--- config.mk ---
export PLATFORM = sky130hd
export DESIGN_NAME = ripple_count_monitor
export DESIGN_NICKNAME = d
export VERILOG_FILES = /design/src/rtl/rcm_pkg.sv /design/src/rtl/rcm_sync2.sv /design/src/rtl/ripple_count_monitor.sv
export SDC_FILE = /design/constraint.sdc
export NUM_CORES = 1
export LEC_CHECK = 0
export CAP_MARGIN = 20
export CORE_ASPECT_RATIO = 1.2
export CORE_MARGIN = 2
export CORE_UTILIZATION = 55
export CTS_CLUSTER_SIZE = 40
export DETAILED_ROUTE_END_ITERATION = 8
export PLACE_DENSITY = 0.81
export SYNTH_ARGS = -nofsm -noshare
export SYNTH_HDL_FRONTEND = slang
export SYNTH_SLANG_ARGS = --single-unit
--- constraint.sdc ---
create_clock -name clk -period 4.95 [get_ports clk]
set_clock_uncertainty 0.2 [all_clocks]
set_input_delay 0.99 -clock clk [delete_from_list [all_inputs] [get_ports clk]]
set_output_delay 0.99 -clock clk [all_outputs]
set_load 0.03 [all_outputs]
--- src/rtl/rcm_pkg.sv ---
// Shared definitions for the ripple count monitor: counter width, FSM encoding
// and the modular delta helper.
package rcm_pkg;

    localparam int CNT_W = 4;

    typedef enum logic {
        RCM_IDLE = 1'b0,
        RCM_RUN  = 1'b1
    } rcm_state_e;

    // Forward distance from old_cnt to new_cnt on the 4-bit counter ring.
    function automatic logic [CNT_W-1:0] rcm_delta(input logic [CNT_W-1:0] new_cnt,
                                                   input logic [CNT_W-1:0] old_cnt);
        return new_cnt - old_cnt;
    endfunction

endpackage

--- src/rtl/rcm_sync2.sv ---
// Two-flop sampler for the ripple counter output; eq marks two consecutive
// identical samples taken since reset.
module rcm_sync2
    import rcm_pkg::*;
(
    input  logic             clk,
    input  logic             reset,
    input  logic [CNT_W-1:0] cnt_in,
    output logic [CNT_W-1:0] s1,
    output logic [CNT_W-1:0] s2,
    output logic             eq
);

    // Tracks which sample flops hold a real post-reset sample, so the cleared
    // flops are never mistaken for a stable count of zero.
    logic [1:0] fill;

    always_ff @(posedge clk or posedge reset) begin
        if (reset) begin
            s1   <= '0;
            s2   <= '0;
            fill <= 2'b00;
        end else begin
            s1   <= cnt_in;
            s2   <= s1;
            fill <= {fill[0], 1'b1};
        end
    end

    assign eq = fill[1] && (s1 == s2);

endmodule

--- src/rtl/ripple_count_monitor.sv ---
// Ripple counter consumer: accepts stable counts, accumulates deltas with saturation.
// Optional threshold interrupt enabled by defining RCM_THRESH_EN.
module ripple_count_monitor
    import rcm_pkg::*;
#(
    parameter int          ACC_W  = 16,
    parameter int unsigned THRESH = 100
) (
    input  logic             clk,
    input  logic             reset,
    input  logic [CNT_W-1:0] cnt_in,
    input  logic             clr,
    output logic [CNT_W-1:0] stable_q,
    output logic             valid,
    output logic [ACC_W-1:0] acc,
    output logic             wrap,
    output logic             ovf,
    output logic             irq,
    input  logic             irq_ack
);

    logic [CNT_W-1:0] s1;
    logic [CNT_W-1:0] s2;
    logic             eq;

    rcm_sync2 u_sync (
        .clk    (clk),
        .reset  (reset),
        .cnt_in (cnt_in),
        .s1     (s1),
        .s2     (s2),
        .eq     (eq)
    );

    rcm_state_e       state_q, state_d;
    logic [CNT_W-1:0] stable_r, stable_d;
    logic             valid_r, valid_d;
    logic [ACC_W-1:0] acc_r, acc_d;
    logic             ovf_r, ovf_d;
    logic             wrap_r, wrap_d;
    logic             irq_r;
    logic [CNT_W-1:0] delta;
    logic [ACC_W:0]   sum;

    always_ff @(posedge clk or posedge reset) begin
        if (reset) begin
            state_q  <= RCM_IDLE;
            stable_r <= '0;
            valid_r  <= 1'b0;
            acc_r    <= '0;
            ovf_r    <= 1'b0;
            wrap_r   <= 1'b0;
        end else begin
            state_q  <= state_d;
            stable_r <= stable_d;
            valid_r  <= valid_d;
            acc_r    <= acc_d;
            ovf_r    <= ovf_d;
            wrap_r   <= wrap_d;
        end
    end

    always_comb begin
        state_d  = state_q;
        stable_d = stable_r;
        valid_d  = valid_r;
        acc_d    = acc_r;
        ovf_d    = ovf_r;
        wrap_d   = 1'b0;
        delta    = '0;
        sum      = {1'b0, acc_r};

        if (eq) begin
            case (state_q)
                RCM_IDLE: begin
                    stable_d = s2;
                    valid_d  = 1'b1;
                    state_d  = RCM_RUN;
                end
                RCM_RUN: begin
                    if (s2 != stable_r) begin
                        delta    = rcm_delta(s2, stable_r);
                        stable_d = s2;
                        wrap_d   = (s2 < stable_r);
                        sum      = {1'b0, acc_r} + {{(ACC_W + 1 - CNT_W){1'b0}}, delta};
                        if (sum[ACC_W]) begin
                            acc_d = '1;
                            ovf_d = 1'b1;
                        end else begin
                            acc_d = sum[ACC_W-1:0];
                        end
                    end
                end
                default: state_d = RCM_IDLE;
            endcase
        end

        // Clear drops any delta of this cycle but lets the baseline track.
        if (clr) begin
            acc_d = '0;
            ovf_d = 1'b0;
        end
    end

`ifdef RCM_THRESH_EN
    localparam logic [ACC_W:0] THRESH_X = (ACC_W + 1)'(THRESH);

    logic irq_d;

    always_comb begin
        irq_d = irq_r;
        if (irq_ack)
            irq_d = 1'b0;
        if (({1'b0, acc_r} < THRESH_X) && ({1'b0, acc_d} >= THRESH_X))
            irq_d = 1'b1;
        if (clr)
            irq_d = 1'b0;
    end

    always_ff @(posedge clk or posedge reset) begin
        if (reset)
            irq_r <= 1'b0;
        else
            irq_r <= irq_d;
    end
`else
    logic unused_thresh;
    assign unused_thresh = irq_ack ^ (THRESH == 0);
    assign irq_r = 1'b0;
`endif

    assign stable_q = stable_r;
    assign valid    = valid_r;
    assign acc      = acc_r;
    assign wrap     = wrap_r;
    assign ovf      = ovf_r;
    assign irq      = irq_r;

endmodule

# After elaboration in Yosys (flattened, before gate mapping)
# Cells that the tools add are included.
dict set report classes {
  n_reduce_logical 9
  order_cmp 1
  bitwise 1
  n_mux 15
  n_addsub 2
  eq_ne 3
}
# op count
set op_table {}
lappend op_table {{16-bit two-way mux} 5}
lappend op_table {{16-bit by 4-bit adder with 17-bit output} 1}
lappend op_table {{1-bit two-way mux} 8}
lappend op_table {{4-bit one-hot mux with 2 select lines} 1}
lappend op_table {{2-bit nonzero test} 4}
lappend op_table {{4-bit == test} 1}
lappend op_table {{4-bit < comparator} 1}
lappend op_table {{4-bit two-way mux} 1}
lappend op_table {{4-bit inequality test} 1}
lappend op_table {{2-bit AND reduction} 2}
lappend op_table {{4-bit AND reduction} 1}
lappend op_table {{4-bit subtractor} 1}
lappend op_table {{3-bit AND reduction} 1}
lappend op_table {{2-bit by 1-bit inequality test with 1-bit output, second input constant} 1}
lappend op_table {{1-bit logical AND} 1}
lappend op_table {{1-bit NOT} 1}
dict set report totals {
  wordCells 40
  register_bits 34
  in_bits 8
}

# Depth between registers and ports, before layout
dict set report depth {
  ltp_word 7
  mapped_depth 13
  depth_no_buf 12
}

# Hierarchy
# A second synthesis with hierarchy kept.
dict set report hier_totals {
  cells_unflattened 173
  area_unflattened_um2 1798.0
}
# mod cells_each area_per_inst_um2 seq_area_each_um2 n_inst
set modules_own_cells {}
lappend modules_own_cells {ripple_count_monitor 155 1488.9 600.6 1}
lappend modules_own_cells {rcm_sync2 18 309.0 250.2 1}

# Worst setup path before layout
# OpenSTA, ideal clock, no wires.
dict set report synth_path {
  kind {reg-to-reg}
  from {register stable_r[0] (netlist: stable_q[0])}
  to {register acc_r[11] (netlist: acc[11])}
  required_ps 4656
  stages_incl_launch_ff 12
  setup_ps 94
  arrival_time_ps 2750
  slack_ps 1906
  path_cell_list {dfrtp_1 > ha_1 > inv_1 > fa_1 > inv_1 > fa_1 > nand2b_1 > a21oi_1 > buf_2 > and4b_4 > o21ai_2 > a221oi_2}
}
dict set report synth_via {
  elab_chain_cells 7
  word_cells_on_any_way 10
  cone_classes {2 x add/sub; 1 x eq/ne; 5 x mux; 2 x reduce/logical}
}
# element line_no
set synth_rtl {}
lappend synth_rtl {{from (decl)} ripple_count_monitor.sv:36} ;# logic [CNT_W-1:0] stable_r, stable_d;
lappend synth_rtl {{from (signal assigned)} ripple_count_monitor.sv:55} ;# stable_r <= stable_d;
lappend synth_rtl {{4-bit subtractor} rcm_pkg.sv:15} ;# return new_cnt - old_cnt;
lappend synth_rtl {{16-bit by 4-bit adder with 17-bit output} ripple_count_monitor.sv:85} ;# sum = {1'b0, acc_r} + {{(ACC_W + 1 - CNT_W){1'b0}}, delta};
lappend synth_rtl {{16-bit two-way mux} ripple_count_monitor.sv:86} ;# if (sum[ACC_W]) begin
lappend synth_rtl {{16-bit two-way mux} ripple_count_monitor.sv:81} ;# if (s2 != stable_r) begin
lappend synth_rtl {{16-bit two-way mux} ripple_count_monitor.sv:74} ;# case (state_q)
lappend synth_rtl {{16-bit two-way mux} ripple_count_monitor.sv:73} ;# if (eq) begin
lappend synth_rtl {{16-bit two-way mux} ripple_count_monitor.sv:99} ;# if (clr) begin
lappend synth_rtl {{to (signal assigned)} ripple_count_monitor.sv:50} ;# acc_r <= '0;
lappend synth_rtl {{to (signal assigned)} ripple_count_monitor.sv:57} ;# acc_r <= acc_d;
lappend synth_rtl {{to (decl)} ripple_count_monitor.sv:38} ;# logic [ACC_W-1:0] acc_r, acc_d;
# Several ways; a longest one is shown, not always the timed one. The select of a mux whose other input is x is not followed.
# A chain may end at the register's enable or synchronous reset.

# Worst setup path in the final report
dict set report layout_path {
  from {register u_sync.s2[0]}
  to {register acc_r[6] (netlist: acc[6])}
}
dict set report layout_via {
  elab_chain_cells 7
  word_cells_on_any_way 13
  cone_classes {2 x add/sub; 2 x eq/ne; 5 x mux; 4 x reduce/logical}
}
# element line_no
set layout_rtl {}
lappend layout_rtl {{from (decl)} rcm_sync2.sv:10} ;# output logic [CNT_W-1:0] s2,
lappend layout_rtl {{from (signal assigned)} rcm_sync2.sv:21} ;# s2 <= '0;
lappend layout_rtl {{from (signal assigned)} rcm_sync2.sv:25} ;# s2 <= s1;
lappend layout_rtl {{4-bit subtractor} rcm_pkg.sv:15}
lappend layout_rtl {{16-bit by 4-bit adder with 17-bit output} ripple_count_monitor.sv:85}
lappend layout_rtl {{16-bit two-way mux} ripple_count_monitor.sv:86}
lappend layout_rtl {{16-bit two-way mux} ripple_count_monitor.sv:81}
lappend layout_rtl {{16-bit two-way mux} ripple_count_monitor.sv:74}
lappend layout_rtl {{16-bit two-way mux} ripple_count_monitor.sv:73}
lappend layout_rtl {{16-bit two-way mux} ripple_count_monitor.sv:99}
# Several ways; a longest one is shown, not always the timed one. The select of a mux whose other input is x is not followed.

==> impl_results.md <==
* Result of the run: finished clean
* DRC errors left at 0
* Summed area of non-filler cells in the final layout at 2330 µm²
* CTS hold repair buffers at 0
* Number of synthesized flops with an enable pin at 0
* Headroom to the max-slew limit at 0.431
* First-pass GRT wire length at 7050 µm
* Post-CTS setup buffers at 0
* Max cap viols at 0
* Highest clock frequency the design can meet at 0.275 GHz
* Flop and latch count out of synthesis at 34
* Synth Area in Compound Gates at 0.186
* Number of levels in the clock H-tree at 2
* Most frequent CP cell: inv_1
* Post-detailed-placement half-perimeter wirelength at 3000 µm
* Number of antenna diodes at 0
* Critical Path Source Type: flip-flop
* Router iterations before antenna repair at 4
* Final standard cell utilization of the core at 0.705
* Area fraction in and, or, nand and nor cells after synthesis at 0.180
* Congestion Overflow GR at 0
* Number of nets still failing antenna checks after routing at 0
* CTS tree: built
* Largest family of logic cells by synthesized area: compound AO/OA/AOI/OAI gates
* Root buffer selected by CTS: clkbuf_8
* Layout area overhead at 23.9%
* Portion of netlist area occupied by mux cells at 0.0233
* CTS buffer count at 5
* Starting density of the core at 0.569
* Total Nets Final at 224
* Crit Path Class: flip-flop to flip-flop
* Number of distinct library cell variants in the gate-level netlist after synthesis at 51
* Total power of the final layout at 878 µW
* WL final at 4180 µm
* Fraction of the yosys area taken by sequential cells at 0.452
* Share of the synthesized netlist area taken by xor and xnor gates at 0.0233
* Placement row count at 23
* Leakage power at 0.00102 µW
* Vias per cell at 6.07
* Combined global-route utilization of all metal layers at 0.246
* Min-delay worst type: flip-flop to flip-flop
* Setup repair after global routing missed its margin: false
* Number of cells traversed by the worst hold path at 0
* Clock insertion delay at the later pin of the skew report at 0.30 ns
* Via count at 1480
* Number of failing setup endpoints in the final timing report at 0
* Least-Margin Pin Slew at 0.853 ns
* Summed negative setup slack over all endpoints at 0 ns
* Die width at 57.4 µm
* Required time at the worst-slack endpoint at 4.95 ns
* Y dimension of the die at 68.1 µm
* Area of the die at 3910 µm²
* Share of async-settable or async-resettable flops after synthesis at 1.00
* Largest buffer count on any clock path at 2
* Tmin final at 3.64 ns
* Synth Cell Area at 1880 µm²
* Maximum number of pins on one net before global-route repair at 35
* Critical path's slowest cell: a21oi_1
* Post-placement cell area at 2190 µm²
* Mean cell area of the mapped netlist at 10.8 µm²
* Antenna violations before repair at 0
* IR drop worst, VDD at 0.415 mV
* Routability-driven placement congestion ratio at 0.817
* Average routed wire per standard cell at 17.1 µm
* Post-synth net total at 193
* CP Max Fanout at 11
* Critical Path, Cell by Cell: inv_1 -> ha_1 -> inv_1 -> fa_1 -> inv_1 -> fa_1 -> nand2b_1 -> a21oi_1 -> nand4b_2 -> and2_1 -> a311oi_2
* Count of filler cells inserted in the layout at 247
* Synthesized-area fraction occupied by adder cells at 0.0745
* Number of I/O pins at 32
* P per Cell Area at 376 nW/µm²
* Fin crit share at 0.736
* Max incr delay on CP at 0.66 ns
* Count of buffers from port buffering at 29
* Top_reg_cell synth: dfrtp_1
* Placeable Area at 3310 µm²
* Category of the worst setup path capture point: flip-flop
* Ys Warns at 0
* Vias in the first global route at 1605
* Number of design-rule violations left by the first detailed-router iteration at 39
* Register clock-pin slew on the reported worst setup and hold paths at 0.07 ns
* R2r worst-path depth at 11
* Number of cells upsized or downsized after cts at 0
* Number of sinks driven by the clock tree at 34
* Max Transition Viols Final at 0
* Fin. Hold Viols at 0
* Signal arrival time at the worst endpoint at 3.64 ns
* Fraction of layout cells with a size suffix above 1 at 0.126
* Number of instances in the synthesized netlist at 175
[report_power, final]
part	internal (µW)	leakage [µW]	switching [µW]	total, µW
sequential	299	0.000437	15.1	315
combinational	101	0.000512	140	241
clock	215	0.0000714	107	322
[metrics by stage]
step / std cells / hold slack (ns) / worst slack [ns]
2_1_floorplan: 175 / 0.131 / 1.91
3_3_place_gp: 236 / 0.133 / 1.45
3_5_place_dp: 236 / 0.143 / 1.33
4_1_cts: 244 / 0.159 / 1.32
5_1_grt: 244 / 0.178 / 1.10
6_report: 244 / 0.154 / 1.31
[cell usage in the layout, fill, tap and decap left out, types with 6 or more instances in the layout]
cell type	instances
a211oi_1	6
a21oi_1	8
a31oi_1	6
clkbuf_8	6
clkdlybuf4s50_1	29
dfrtp_1	34
ha_1	8
inv_1	19
nand2b_1	6
nor2_1	12
[final timing paths]
| check | from | endpoint | slack (ns) |
|---|---|---|---|
| max | u_sync.s2[0] | acc[6] | 1.31 |
| min | u_sync.fill[0] | u_sync.fill[1] | 0.15 |
| max reg2reg | u_sync.s2[0] | acc[6] | 1.31 |
| min reg2reg | u_sync.fill[0] | u_sync.fill[1] | 0.15 |
| max in group asynchronous | reset | stable_q[2] | 3.33 |
| min in group asynchronous | reset | acc[6] | 0.89 |
[metal layers]
layer	GRT usage	vias up	part of all wire	wire length (µm)
met1	0.257	720	0.40	1660
met2	0.423	47	0.52	2190
met4	0.169	0	0.034	143
met3	0.0775	13	0.044	182
met5	0	-	0	0
li1	-	700	-	-
[Yosys cell counts (3+ instances only)]
cell / number / share of area
mux2_2: 3 / 0.018
inv_1: 19 / 0.038
and2_1: 3 / 0.010
and4_1: 5 / 0.023
a311oi_1: 3 / 0.014
a211oi_1: 6 / 0.024
a31oi_1: 6 / 0.020
nor2_1: 12 / 0.024
o21ai_0: 3 / 0.0080
a21oi_1: 8 / 0.021
nand2b_1: 6 / 0.020
dfrtp_1: 34 / 0.45
nand2_1: 4 / 0.0080
ha_1: 8 / 0.053
xor2_1: 3 / 0.014
a21o_1: 5 / 0.020
[state kept, by name (all words and copies together) (netlist names)]
signal and count:
u_sync.fill 2, valid 1, u_sync.s1 4, u_sync.s2 4, ovf 1, stable_q 4
wrap 1, state_q 1, acc 16
[cells by family (layout without fill, tap and decap cells)]
| group | count (synthesis) | in the layout |
|---|---|---|
| compound gates | 44 | 44 |
| xor+xnor | 5 | 5 |
| buf+inv | 25 | 57 |
| fa+ha+maj | 10 | 10 |
| other cells | 2 | 2 |
| flops | 34 | 34 |
| simple gates | 51 | 51 |
| mux | 4 | 4 |
[critical path: cells and delay by family (launching register included)]
kind,cells,cell delay [ns]
AOI/OAI and AO/OA,2,0.92
adders and majority gates,3,1.08
buffers and inverters,3,0.19
DFF,1,0.41
and+or+nand+nor,3,0.75
[area by class of cell]
cell class                      count  area [µm²]  area share
Tap cell                           37        46.3      0.0198
Inverter                           19        71.3      0.0306
Clock inverter                      2        60.1      0.0258
Multi-Input combinational cell    116         923       0.396
Clock buffer                        6        82.6      0.0354
Timing Repair Buffer               30         298       0.128
Sequential cell                    34         851       0.365
Note: power is estimated with default switching activity, not from simulation.
